File: config.mk
export PLATFORM = sky130hd
export DESIGN_NAME = bus_synchronizer
export DESIGN_NICKNAME = d
export VERILOG_FILES = /design/src/rtl/bus_synchronizer.sv
export SDC_FILE = /design/constraint.sdc
export NUM_CORES = 1
export LEC_CHECK = 0
export ABC_AREA = 1
export ABC_CLOCK_PERIOD_IN_PS = 1550
export CORE_AREA = 3 3 40 42
export DETAILED_ROUTE_END_ITERATION = 10
export DIE_AREA = 0 0 43 45
export DONT_BUFFER_PORTS = 1
export PLACE_DENSITY = 0.39
export SYNTH_ARGS = -nofsm -noshare
export SYNTH_HDL_FRONTEND = slang
export SYNTH_SLANG_ARGS = --single-unit
File: constraint.sdc
create_clock -name clk -period 1.55 [get_ports clk]
set_clock_uncertainty 0.05 [all_clocks]
set_input_delay 0.31 -clock clk [delete_from_list [all_inputs] [get_ports clk]]
set_output_delay 0.31 -clock clk [all_outputs]
set_load 0.005 [all_outputs]
File: src/rtl/bus_synchronizer.sv
// Multi-flop synchronizer for a gray-coded bus crossing into the clk domain.
// Each bit runs through an identical STAGE_COUNT-deep flop chain; no cross-bit logic.
module bus_synchronizer #(
  parameter int STAGE_COUNT = 2,
  parameter int BUS_WIDTH   = 4
) (
  input  logic                 clk,
  input  logic                 reset,
  input  logic [BUS_WIDTH-1:0] asynchronous_data,
  output logic [BUS_WIDTH-1:0] synchronous_data
);

  if (STAGE_COUNT < 2) begin : g_bad_stage_count
    $error("bus_synchronizer: STAGE_COUNT must be >= 2");
  end
  if (BUS_WIDTH < 1) begin : g_bad_bus_width
    $error("bus_synchronizer: BUS_WIDTH must be >= 1");
  end

  // Stage registers are marked as synchronizer cells so tools keep them adjacent and unretimed.
  (* ASYNC_REG = "TRUE", dont_touch = "true" *)
  logic [BUS_WIDTH-1:0] r_stage [STAGE_COUNT];

  always_ff @(posedge clk or posedge reset) begin
    if (reset) begin
      for (int k = 0; k < STAGE_COUNT; k++) begin
        r_stage[k] <= '0;
      end
    end else begin
      r_stage[0] <= asynchronous_data;
      for (int k = 1; k < STAGE_COUNT; k++) begin
        r_stage[k] <= r_stage[k-1];
      end
    end
  end

  assign synchronous_data = r_stage[STAGE_COUNT-1];

endmodule

# Yosys cells after proc, flatten, opt, wreduce, memory -nomap -nowiden
# Index checks and enable logic that the tools add are counted.
[totals]
ff_bits = 8
input_bits = 6
out_inout_bits = 4
wordCells = 2

# Depth between registers and ports, before layout
[depth]
word_depth = 0
ltp_mapped = 1
mapped_depth_nobuf = 1

# Worst setup path before layout
# OpenSTA, ideal clock, no wires.
[synth_timing]
path_type = "register to output"
startpoint = "register r_stage, in the netlist synchronous_data[0]"
endpoint = "output port synchronous_data[0]"
t_arrival_ns = 0.458
setup_slack_ns = 0.732
stages_incl_launch_ff = 2
path_buffers = 1
cell_sequence = "dfrtp_1 > buf_4"
[synth_lines]
columns = ["element", "line", "rtl"]
rows = [
  ["start: declaration", "22", "logic [BUS_WIDTH-1:0] r_stage [STAGE_COUNT];"],
  ["start signal: indexed assignment", "32", "r_stage[k] <= r_stage[k-1];"],
  ["end: declaration", "10", "output logic [BUS_WIDTH-1:0] synchronous_data"],
]
# No word-level cell between the ends.

# Worst setup path in the final report
[layout_timing]
startpoint = "register r_stage, in the netlist synchronous_data[1]"
endpoint = "output port synchronous_data[1]"
# No word-level cell between the ends.

==> key figures <==
Floorplan
  • Die width: 43 um
  • Initial Util: 0.182
  • Rows: 13
  • CORE AREA: roughly 0.0013 mm2
  • Area of the die: 0.00194 mm2
  • Die height: roughly 45 um
  • Ports: 10

Finish
  • Area delta synth->final: 9.09%
  • Multi-input gate count: 0
  • Area of the multi-input gates: 0 um2
  • Final net count: 21
  • Final instance area: ~260 um2
  • Antenna cells: 0
  • Post-Layout Cell Count: 28
  • Layout Utilization: 0.199
  • Layout cells sized above 1: 0.231
  • Commonest cells after routing, fill and taps aside: 8 x dfrtp_1, 3 x clkbuf_4, 1 x inv_1, 1 x dlygate4sd3_1
  • Most common cell after layout, fill and taps aside: dfrtp_1

Drt
  • Final wirelength: between 200 and 300 um
  • Drt via density: 2.89
  • Detailed-route wire length per cell: 9.50 um
  • Via count: 81
  • Iter 0 DRT Violations: 0
  • ANT nets after route: 0
  • Drt first pass iters: 1
  • Drt drc: 0

Clock network
  • Clk_lat worst skew: 0.24 ns
  • H-tree lvl count: 1
  • Clock Sinks: 8
  • Clock transition at path regs: 0.05 ns
  • Root Buffer Master: clkbuf_4
  • CTS max path bufs: 2
  • Post-CTS Hold Buffers: 1
  • Setup bufs post-CTS: 0
  • CTS resizes: 0
  • CTS Buf Count: 3
  • CTS tree: yes

Placement
  • GP Congestion: 0.571
  • Detailed placer's ending HPWL: ~210 um
  • Post-Place Cells: 24
  • Dpl cell area: 223 um2
  • I/O Buffers: 0

Pwr
  • Pwr dens: 1480 mW/mm2
  • VDD IR-drop max: 0.662 mV
  • Leakage power: 0.117 nW

Logic synthesis
  • Cells after synthesis: 13
  • Syn Nets: 19
  • Post-Syn Area: 234 um2
  • Synth Register Bits: 8
  • Area contributors post-synth: dfrtp_1 86%, buf_4 13%, inv_1 1.6%
  • Distinct cell type count after synthesis: 3
  • Share of the synthesized area in the top cell type: 0.856
  • Post-synth top area cell: dfrtp_1
  • Mapped Avg Cell Area: around 18 um2
  • Sequential share of the synthesized area: 0.856
  • Ys Warns: 0

STA
  • Slew Limit Fails: 0
  • Slew HR: 0.813
  • Fmax: 1010 MHz
  • Worst hold margin: 0.0462 ns
  • TNS Setup: 0 ns
  • RSZ-0062 raised after global routing: false
  • Final Cycle Share: 0.636
  • Final hold vios: 0
  • Minimum clock period: 0.987 ns
  • Slew @ Worst Pin: 0.280 ns
  • Setup violators final: 0

Setup path
  • Critical path required time: 1.19 ns
  • Worst setup SP type: flip-flop
  • Worst setup path end: synchronous_data[1]
  • Kind of critical path: reg2out
  • R2R Setup Slk: 1.04 ns
  • Worst Path Arrival: 0.63 ns
  • Launching point of the worst reg2reg path: r_stage[4]
  • CP Launch Point: synchronous_data[1]
  • CP Depth: 0
  • Reg-to-reg endpoint: synchronous_data[0]
  • Worst Reg2Reg Path Length in Cells: 0
  • Critical path endpoint category: output pin
  • Top fanout value on the critical path: 1

Global route
  • Largest net degree at the start of global routing: 9
  • GRT overflow: 0
  • GRT Overall Usage: 0.0338
  • Global-route wire length before repair: 358 um
  • Vias in the first global route: 86
  • Initial antenna violation count: 0

Job
  • Max-cap viol count: 0

Status
  • Status: complete, no violations

Hold path
  • Worst hold path class: in2reg
synthesized netlist by cell type, drive strengths merged:
cell / number
buf: 4
inv: 1
dfrtp: 8
power by group:
part | internal [mW] | switching [mW] | total (mW)
sequential | 0.220 | 0.00415 | 0.224
clock | 0.0878 | 0.0597 | 0.148
combinational | 0.00186 | 0.00391 | 0.00576
total | 0.310 | 0.0678 | 0.377
final cells by class:
| class | count | area (um2) |
|---|---|---|
| repair buffers | 1 | 10.0 |
| flip-flops and latches | 8 | 200 |
| well taps | 15 | 18.8 |
| fillers | 139 | 1030 |
| clock buffers | 3 | 22.5 |
| inverters | 1 | 3.75 |
state kept, by name, indices dropped and copies added (netlist names):
signal and count:
synchronous_data 4, r_stage 4
metrics by stage:
stage / setup slack (ns) / total power, mW
2_1_floorplan: 0.732 / 0.237
3_3_place_gp: 0.821 / 0.232
3_5_place_dp: 0.822 / 0.232
4_1_cts: 0.550 / 0.386
5_1_grt: 0.532 / 0.400
6_report: 0.563 / 0.377
metal layers:
metal,GRT usage,vias to the layer above,part of all wire
met5,0,-,0
met1,0.0377,37,0.57
li1,-,35,-
met3,0.0677,0,0.18
met2,0.0150,9,0.25
met4,0.0181,0,0
kinds of logic after synthesis:
logic type / synth area share
buf+inv: 0.144
flops: 0.856
worst min path at each step:
stage                     cells after the start                  from             endpoint  slack (ns)
after global routing                          0  asynchronous_data[1]           r_stage[5]        0.02
after floorplan                               1                 reset           r_stage[4]        0.08
after detailed placement                      1                 reset           r_stage[7]        0.10
after CTS                                     0  asynchronous_data[1]           r_stage[5]        0.04
after global placement                        1                 reset  synchronous_data[0]         0.1
final                                         0  asynchronous_data[1]           r_stage[5]        0.05
Power figures use the tool's default switching activity.
